### config.mk
export PLATFORM = sky130hd
export DESIGN_NAME = big_adder_pipe
export DESIGN_NICKNAME = d
export VERILOG_FILES = /design/src/rtl/big_adder_pkg.sv /design/src/rtl/big_adder_stage.sv /design/src/rtl/big_adder_pipe.sv
export SDC_FILE = /design/constraint.sdc
export NUM_CORES = 1
export LEC_CHECK = 0
export CAP_MARGIN = 20
export CELL_PAD_IN_SITES_DETAIL_PLACEMENT = 0
export CELL_PAD_IN_SITES_GLOBAL_PLACEMENT = 2
export CORE_UTILIZATION = 40
export DETAILED_ROUTE_END_ITERATION = 8
export PLACE_DENSITY = 0.85
export SLEW_MARGIN = 15
export SYNTH_ARGS = -nofsm -noshare
export SYNTH_HDL_FRONTEND = slang
export SYNTH_SLANG_ARGS = --single-unit
### constraint.sdc
create_clock -name clk -period 8.6 [get_ports clk]
set_clock_uncertainty 0.15 [all_clocks]
set_input_delay 1.72 -clock clk [delete_from_list [all_inputs] [get_ports clk]]
set_output_delay 1.72 -clock clk [all_outputs]
set_load 0.05 [all_outputs]
### src/rtl/big_adder_pkg.sv
// big_adder_pkg: shared stage payload type and pipeline sizing for big_adder_pipe
package big_adder_pkg;
  localparam int MAX_CHUNK = 64;
  typedef struct packed {
    logic                 valid;
    logic                 carry;
    logic [MAX_CHUNK-1:0] slice;
  } stage_t;
  function automatic int stages_of(input int width, input int chunk);
    return width / chunk;
  endfunction
endpackage

### src/rtl/big_adder_stage.sv
// big_adder_stage: one registered CHUNK-bit adder slice holding its carry and valid bit
module big_adder_stage
  import big_adder_pkg::*;
#(
  parameter int CHUNK = 4
) (
  input  logic             clk,
  input  logic             rst,
  input  logic             en,
  input  logic             valid_in,
  input  logic             carry_in,
  input  logic [CHUNK-1:0] a,
  input  logic [CHUNK-1:0] b,
  output logic             valid,
  output logic             carry,
  output logic [CHUNK-1:0] slice
);
  stage_t r;
  logic [CHUNK:0] sum;
  assign sum = {1'b0, a} + {1'b0, b} + {{CHUNK{1'b0}}, carry_in};
  always_ff @(posedge clk)
    if (rst) r <= '0;
    else if (en) r <= '{valid: valid_in, carry: sum[CHUNK], slice: MAX_CHUNK'(sum[CHUNK-1:0])};
  assign valid = r.valid;
  assign carry = r.carry;
  assign slice = r.slice[CHUNK-1:0];
endmodule

### src/rtl/big_adder_pipe.sv
// big_adder_pipe: pipelined CHUNK-per-stage add/sub with valid/ready, ovf via BIG_ADDER_PIPE_OVF_EN
module big_adder_pipe
  import big_adder_pkg::*;
#(
  parameter int WIDTH = 16,
  parameter int CHUNK = 4
) (
  input  logic             clk,
  input  logic             rst,
  input  logic             in_valid,
  output logic             in_ready,
  input  logic [WIDTH-1:0] a_in,
  input  logic [WIDTH-1:0] b_in,
  input  logic             c_in,
  input  logic             sub,
  output logic             out_valid,
  input  logic             out_ready,
  output logic [WIDTH-1:0] so,
  output logic             c_out
`ifdef BIG_ADDER_PIPE_OVF_EN
  ,
  output logic             ovf
`endif
);
  localparam int STAGES = stages_of(WIDTH, CHUNK);
  logic advance;
  logic [WIDTH-1:0] b_eff;
  logic [STAGES-1:0] v, cy, v_src, c_src;
  logic [CHUNK-1:0] sl [STAGES];
  logic [WIDTH-1:0] a_src [STAGES];
  logic [WIDTH-1:0] b_src [STAGES];
  logic [WIDTH-1:0] d_src [STAGES];
  logic [WIDTH-1:0] a_sk [STAGES];
  logic [WIDTH-1:0] b_sk [STAGES];
  logic [WIDTH-1:0] dk [STAGES];
  assign advance = !out_valid || out_ready;
  assign in_ready = advance;
  assign b_eff = sub ? ~b_in : b_in;
  for (genvar k = 0; k < STAGES; k++) begin : g_st
    if (k == 0) begin : g_head
      assign a_src[k] = a_in;
      assign b_src[k] = b_eff;
      assign c_src[k] = sub | c_in;
      assign v_src[k] = in_valid;
      assign d_src[k] = '0;
    end else begin : g_tail
      assign a_src[k] = a_sk[k-1];
      assign b_src[k] = b_sk[k-1];
      assign c_src[k] = cy[k-1];
      assign v_src[k] = v[k-1];
      assign d_src[k] = dk[k-1] | (WIDTH'(sl[k-1]) << ((k - 1) * CHUNK));
    end
    big_adder_stage #(.CHUNK(CHUNK)) u_stage (
      .clk      (clk),
      .rst      (rst),
      .en       (advance),
      .valid_in (v_src[k]),
      .carry_in (c_src[k]),
      .a        (a_src[k][k*CHUNK +: CHUNK]),
      .b        (b_src[k][k*CHUNK +: CHUNK]),
      .valid    (v[k]),
      .carry    (cy[k]),
      .slice    (sl[k])
    );
    always_ff @(posedge clk)
      if (rst) begin
        a_sk[k] <= '0;
        b_sk[k] <= '0;
        dk[k]   <= '0;
      end else if (advance) begin
        a_sk[k] <= a_src[k];
        b_sk[k] <= b_src[k];
        dk[k]   <= d_src[k];
      end
  end
  assign out_valid = v[STAGES-1];
  assign c_out = cy[STAGES-1];
  assign so = dk[STAGES-1] | (WIDTH'(sl[STAGES-1]) << ((STAGES - 1) * CHUNK));
`ifdef BIG_ADDER_PIPE_OVF_EN
  assign ovf = (a_sk[STAGES-1][WIDTH-1] == b_sk[STAGES-1][WIDTH-1]) && (so[WIDTH-1] != a_sk[STAGES-1][WIDTH-1]);
`endif
endmodule

# Word level (Yosys, flattened, before mapping)
# Memories as Yosys holds them, arrays and structs flattened.
# Cells that the tools add are included.
[classes]
n_addsub = 8
n_reduce_logical = 2
muxes = 18
bitwise_logic = 18
[op_table]
columns = ["op", "n"]
rows = [
  ["$mux W16", 13],
  ["$add A4 B4 Y5", 4],
  ["$add A5 B1 Y5", 4],
  ["$not A16 Y16", 1],
  ["$or A16 B12 Y16", 1],
  ["$or A16 B16 Y16", 1],
  ["$or A16 B4 Y16", 1],
  ["$or A16 B8 Y16", 1],
  ["$or A1 B1 Y1", 13],
  ["$mux W1", 5],
  ["$logic_not A1 Y1", 1],
  ["$logic_or A1 B1 Y1", 1],
]
[word_totals]
memories = 3
input_bits = 38
ramBits = 192
reg_bits = 24
[memory_table]
columns = ["name", "words", "word_bits", "read_ports", "rd_clocked_by_memory_dff", "wr", "line_no", "text"]
rows = [
  ["a_sk", 4, 16, 3, 0, 4, "big_adder_pipe.sv:33", "logic [WIDTH-1:0] a_sk [STAGES];"],
  ["b_sk", 4, 16, 3, 0, 4, "big_adder_pipe.sv:34", "logic [WIDTH-1:0] b_sk [STAGES];"],
  ["dk", 4, 16, 4, 0, 4, "big_adder_pipe.sv:35", "logic [WIDTH-1:0] dk [STAGES];"],
]

# Depth between registers and ports, before layout
# Gate-level depths: netlist of run 1.
[logic_depth]
depth_word = 6
ltp_mapped = 8
mapped_depth_nobuf = 6

# Cells and area by module
# Synthesis of run 1 repeated with hierarchy kept, for this count alone.
[unflattened]
cells_unflattened = 330
area_unflattened_um2 = 4799.6
[modules_own_cells]
columns = ["module", "area_each_um2", "n_inst", "seq_area_each_um2", "cells_per_inst"]
rows = [
  ["big_adder_pipe", 3308.2, 1, 2162.1, 182],
  ["big_adder_stage at g_st[0].u_stage ...", 374.1, 2, 120.1, 37],
  ["big_adder_stage at g_st[1].u_stage ...", 371.6, 2, 120.1, 37],
]

# Worst setup path after synthesis of run 1
# No wires, ideal clock.
[synth_timing]
path_type = "in2reg"
startpoint = "input out_ready"
endpoint = "memory a_sk[0][10], enable pin"
path_stages = 4
required_ps = 8008
setup_time_ps = 442
path_buffers = 2
t_arrival_ps = 3659
slack_ps = 4349
cell_sequence = "nor2b_4 > buf_6 > buf_6 > nand2b_1"
[synth_lines]
columns = ["item", "line_no", "text"]
rows = [
  ["start, declared", "big_adder_pipe.sv:17", "input logic out_ready,"],
  ["end, declared", "big_adder_pipe.sv:33", ""],
]

# Worst setup path after layout of run 1
[layout_timing]
startpoint = "input out_ready"
endpoint = "output in_ready"
[layout_via]
elab_chain_cells = 1
[layout_lines]
columns = ["item", "line_no", "text"]
rows = [
  ["$logic_or A1 B1 Y1", "big_adder_pipe.sv:36", "assign advance = !out_valid || out_ready;"],
  ["end, declared", "big_adder_pipe.sv:11", "output logic in_ready,"],
]
# Every way passes these cells.

==> results of run 1 <==
## worst max-delay path, stage by stage
cell	delay [ns]
clkdlybuf4s50_1	0.45
nor2b_4	0.62
inv_2	0.38
clkdlybuf4s50_1	0.80
## logic make-up after synthesis
logic type               Yosys count  synth area share [%]
buffers and inverters             21                  2.56
AND/OR/NAND/NOR                  128                  16.5
XOR/XNOR                          20                  4.17
AO/OA/AOI/OAI                     37                  6.49
adder cells (fa/ha/maj)           20                  7.38
flip-flops                        96                  62.9
## synthesized netlist by cell type, types with 2 or more instances
| cell type | number | area share [%] |
|---|---|---|
| edfxtp_1 | 72 | 51 |
| and2_1 | 60 | 8.9 |
| dfxtp_1 | 24 | 11 |
| nor2_1 | 23 | 2.1 |
| nand2_1 | 22 | 2.0 |
| xnor2_1 | 16 | 3.3 |
| a21oi_1 | 15 | 1.8 |
| ha_1 | 12 | 3.6 |
| buf_2 | 8 | 0.95 |
| fa_1 | 8 | 3.8 |
| a211oi_1 | 7 | 1.3 |
| a21o_1 | 6 | 1.1 |
| clkbuf_1 | 6 | 0.54 |
| nand2b_1 | 5 | 0.74 |
| a2111o_1 | 4 | 1.1 |
| nand3b_1 | 4 | 0.71 |
| xor2_1 | 4 | 0.83 |
| inv_1 | 3 | 0.27 |
| nor3_1 | 3 | 0.36 |
| o211ai_2 | 3 | 0.89 |
| or3_1 | 3 | 0.45 |
| buf_6 | 2 | 0.54 |
| nand3_1 | 2 | 0.24 |
| nor2b_1 | 2 | 0.30 |
## through the flow
stage	total power, mW	utilization (%)	hold slack (ns)	setup slack (ns)	cell area, µm²
2_1_floorplan	0.623	-	0.277	4.35	4200
3_3_place_gp	0.661	47.4	0.288	2.74	4870
3_5_place_dp	0.663	47.4	0.293	2.75	4870
4_1_cts	0.956	49.3	0.305	2.74	5070
5_1_grt	0.988	49.3	0.339	2.61	5070
6_report	0.946	49.3	0.301	2.75	5070
## state kept, by name (all words and copies together), names as in the netlist
name                flops
dk                     24
a_sk                   24
g_st.u_stage.valid      4
g_st.u_stage.slice     16
b_sk                   24
g_st.u_stage.carry      4
## area by class of cell
class / instances / area share, %
flip-flops and latches: 96 / 52.1
inverters: 4 / 0.296
well taps: 136 / 3.36
multi-input cells: 205 / 28.9
repair buffers: 58 / 11.4
clock inverters: 7 / 1.51
clock buffers: 9 / 2.44
## where the power goes
part / switching (mW) / internal [mW]
registers: 0.0110 / 0.529
clock network: 0.159 / 0.137
logic: 0.0551 / 0.0551
## worst max path at each step
stage | to | slack (ns) | depth (start not counted)
final | in_ready | 2.75 | 4
after detailed placement | in_ready | 2.75 | 4
after global routing | in_ready | 2.61 | 4
after global placement | in_ready | 2.74 | 4
after floorplan | a_sk[0][10] | 4.35 | 4
after CTS | in_ready | 2.74 | 4
## per-layer routing
layer	up-vias	wire length, µm	GRT usage (%)
li1	1215	-	-
met1	1084	2750	14.1
met2	52	2850	19.9
met3	9	265	3.45
met4	0	92	4.90
met5	-	0	0
==> results.cfg, run 1 <==
[cts]
cts_hold_buf = 0
cts_max_path_buffers = 2
cts_resized = 0
clkLatencyLatePin_ns = 0.36
numCtsBuffers = 9
cts-root-buf = clkbuf_8
tritoncts = yes
htreeDepth = 3
clk_pin_slew_ns = 0.08
postCtsSetupRepairBufs = 0
clock_sinks = 96

[layout]
nFillCells = 953
mostFrequentLayoutCells = 72 x edfxtp_1, 60 x and2_1, 56 x clkdlybuf4s50_1
final_common_cell = edfxtp_1
area_growth_pct = 20.6
layoutNonFillerInstCount = 515
nNetsFinal = 432
drive_gt1_share_pct = 6.86
insertedDiodeCount = 0
ff_latch_area_um2 = 2640
multi_input_area_um2 = 1470

[job]
cap_violations = 0

[synth]
async_flop_share_pct = 0
synth_flop_cell = edfxtp_1
synthCells = 322
synth_fp_nets = 380
ys_seq_area_share_pct = 62.9
ys_seq_elements = 96
synth_edf_count = 72
avgSynthCellArea_um2 = 13.1
synthDistinctLibCells = 32
syn-cell-area_um2 = 4200
synth_warnings = 0

[placed_design]
gp_congestion = 0.703
io_buffer_count = 56
dp.cells = 499
dp_hpwl_um = 3840

[worst_setup_path]
cp-start-kind = input port
rrSetupSlack_ns = 6.27
arrival_ns = 3.98
cp-startpoint = out_ready
worst-path-max-fanout = 30
crit-reg2reg-capture = b_sk[0][13]
crit-reg2reg-launch = g_st[3].u_stage.valid
rr_worst_depth = 4
cp-end-kind = primary output
critPathKind = input port to primary output
worstPathRequired_ns = 6.73

[grt]
grt_pass1_wl_um = 10100
grt_max_degree = 73
grt_antenna_before_repair = 0
grt_pass1_vias = 2243
grt_remaining_overflow = 0
grt_usage_pct = 11.8

[timing]
grt_setup_unrepaired = false
hold_viol = 0
drv_slew = 0
max_slew_margin_pct = 34.3
setup_viol = 0
setup_tns_ns = 0
fin_crit_ns = 5.85
fmax_mhz = 171
worstMarginPinSlew_ns = 0.983
finalCritPeriodShare_pct = 68.0

[worst_hold_path]
hold_start = g_st[2].u_stage.slice[1]
hold_path_class = flip-flop to flip-flop
hold_end = g_st[2].u_stage.slice[1]
hold_depth = 2

[die]
die-area_um2 = 10900
die_x_um = 105
io_pins = 57
coreArea_um2 = 10300
rows = 37
dieHeight_um = 105
start_util_pct = 40.9

[drt]
avgRoutedWirePerCell_um = 11.6
drt_first_pass_iters = 4
avgViaCountPerCell = 4.58
ant_nets = 0
drtIter0Drc = 95
drcViolationCount = 0
vias = 2360
wirelength_um = 5960

[power]
p_leak_nw = 2.04
ir_drop_v = 0.0000771
cellPowerDensity_nw_per_um2 = 187

[run_status]
status = finished clean
Note: power is estimated with default switching activity, not from simulation.
==> run 2: changes to the inputs <==
--- a/config.mk
+++ b/config.mk
@@ -8,9 +8,9 @@
 export CAP_MARGIN = 20
 export CELL_PAD_IN_SITES_DETAIL_PLACEMENT = 0
 export CELL_PAD_IN_SITES_GLOBAL_PLACEMENT = 2
-export CORE_UTILIZATION = 40
+export CORE_UTILIZATION = 34
 export DETAILED_ROUTE_END_ITERATION = 8
-export PLACE_DENSITY = 0.85
+export PLACE_DENSITY = 0.77
 export SLEW_MARGIN = 15
 export SYNTH_ARGS = -nofsm -noshare
 export SYNTH_HDL_FRONTEND = slang
==> constraint.sdc (replaced) <==
create_clock -name clk -period 5 [get_ports clk]
set_clock_uncertainty 0.15 [all_clocks]
set_input_delay 1 -clock clk [delete_from_list [all_inputs] [get_ports clk]]
set_output_delay 1 -clock clk [all_outputs]
set_load 0.05 [all_outputs]
==> run 2 against run 1 <==
Effect of this change:
- register-to-register slack got worse by 3.3 ns
- design area increased by 2.8%
- worst hold slack better by 0.00087 ns
- die area grew 17%
- wire length is 5.1% higher
==> results.cfg, run 2 (same netlist as run 1, synthesis figures left out) <==
[power]
ir_drop_v = 0.000132
p_leak_nw = 2.10
swShare_pct = 21.8
fin_total_pwr_mw = 1.79
pwr-share-comb_pct = 10.8
clock_power_share_pct = 37.1
p_seq_share_pct = 52.1
intPower_mw = 1.40
cellPowerDensity_nw_per_um2 = 343
power.switching_mw = 0.389

[drt]
drt_first_pass_iters = 4
avgViaCountPerCell = 4.41
drtIter0Drc = 80
avgRoutedWirePerCell_um = 11.9
wirelength_um = 6270
drcViolationCount = 0
vias = 2331
ant_nets = 0

[timing]
hold_viol = 0
setup_tns_ns = 0
setup_viol = 0
fmax_mhz = 276
drv_slew = 0
worstMarginPinSlew_ns = 0.932
finalCritPeriodShare_pct = 72.4
fin_crit_ns = 3.62
grt_setup_unrepaired = false
max_slew_margin_pct = 37.8

[worst_setup_path]
cp-start-kind = input port
worst-path-max-fanout = 2
arrival_ns = 2.47
critPathKind = input port to primary output
worstPathRequired_ns = 3.85
cp-end-kind = primary output

[die]
die-area_um2 = 12800
die_x_um = 113
io_pins = 57
start_util_pct = 35.0
dieHeight_um = 113
rows = 40
coreArea_um2 = 12000

[layout]
area_growth_pct = 23.9
drive_gt1_share_pct = 7.07
mostFrequentLayoutCells = 72 x edfxtp_1, 60 x and2_1, 56 x clkdlybuf4s50_1
reg_top3 = a_sk x24, b_sk x24, dk x24
insertedDiodeCount = 0
nNetsFinal = 435
final_common_cell = edfxtp_1

[grt]
grt_antenna_before_repair = 0
grt_remaining_overflow = 0
grt_pass1_wl_um = 10800
grt_pass1_vias = 2303
grt_max_degree = 73
grt_usage_pct = 11.0

[cts]
htreeDepth = 3
cts-root-buf = clkbuf_16
clkLatencyLatePin_ns = 0.33
clk_pin_slew_ns = 0.06
tritoncts = yes
postCtsSetupRepairBufs = 0
cts_hold_buf = 0
cts_resized = 0
numCtsBuffers = 9
cts_max_path_buffers = 2
clock_sinks = 96

[job]
cap_violations = 0

[placed_design]
gp_congestion = 0.688
io_buffer_count = 56
dp_hpwl_um = 4010

[run_status]
status = finished clean

[worst_hold_path]
hold_path_class = flip-flop to flip-flop
## run 2: area by class of cell
type	count	area [µm²]
sequential	96	2640
tap	147	184
multi-input combinational	205	1470
clock inverter	5	58.8
timing repair buffer	61	611
inverter	4	15.0
clock buffer	11	233
fill	1140	6800
## run 2: worst max-delay path, cell delays in order
cell,delay (ns)
clkdlybuf4s50_1,0.53
nor2b_4,0.06
inv_2,0.08
clkdlybuf4s50_1,0.80
## run 2: path summary, 6_finish.rpt
check,startpoint,to,slack (ns),depth (start not counted)
setup / recovery,out_ready,in_ready,1.38,4
setup reg to reg,b_sk[1][12],g_st[3].u_stage.carry,2.93,5
hold reg to reg,g_st[0].u_stage.slice[1],g_st[0].u_stage.slice[1],0.30,2
hold / removal,g_st[0].u_stage.slice[1],g_st[0].u_stage.slice[1],0.30,2
## run 2: metrics by stage
stage          cell area (µm²)  setup WS (ns)  std cells  util, %  hold WS (ns)
6_report                  5210           1.38        529     43.4         0.301
5_1_grt                   5210           1.35        529     43.4         0.328
2_1_floorplan             4200           1.47        322        -         0.277
3_5_place_dp              4900           1.35        512     40.8         0.292
4_1_cts                   5190           1.34        528     43.2         0.302
3_3_place_gp              4900           1.35        512     40.8         0.289
## run 2: layer usage
layer	vias up	global-route usage (%)	share of wire, %
met3	8	2.73	3.6
met2	45	18.1	48
met5	-	0	0
li1	1223	-	-
met1	1055	13.6	47
met4	0	5.26	1.5
## run 2: power by group through the flow
| stage | sequential (mW) | combinational, mW | clock [mW] |
|---|---|---|---|
| floorplan | 0.969 | 0.103 | 0 |
| global placement | 0.946 | 0.193 | 0 |
| detailed placement | 0.948 | 0.194 | 0 |
| CTS | 0.931 | 0.195 | 0.688 |
| global route | 0.936 | 0.215 | 0.721 |
| finish | 0.930 | 0.194 | 0.663 |
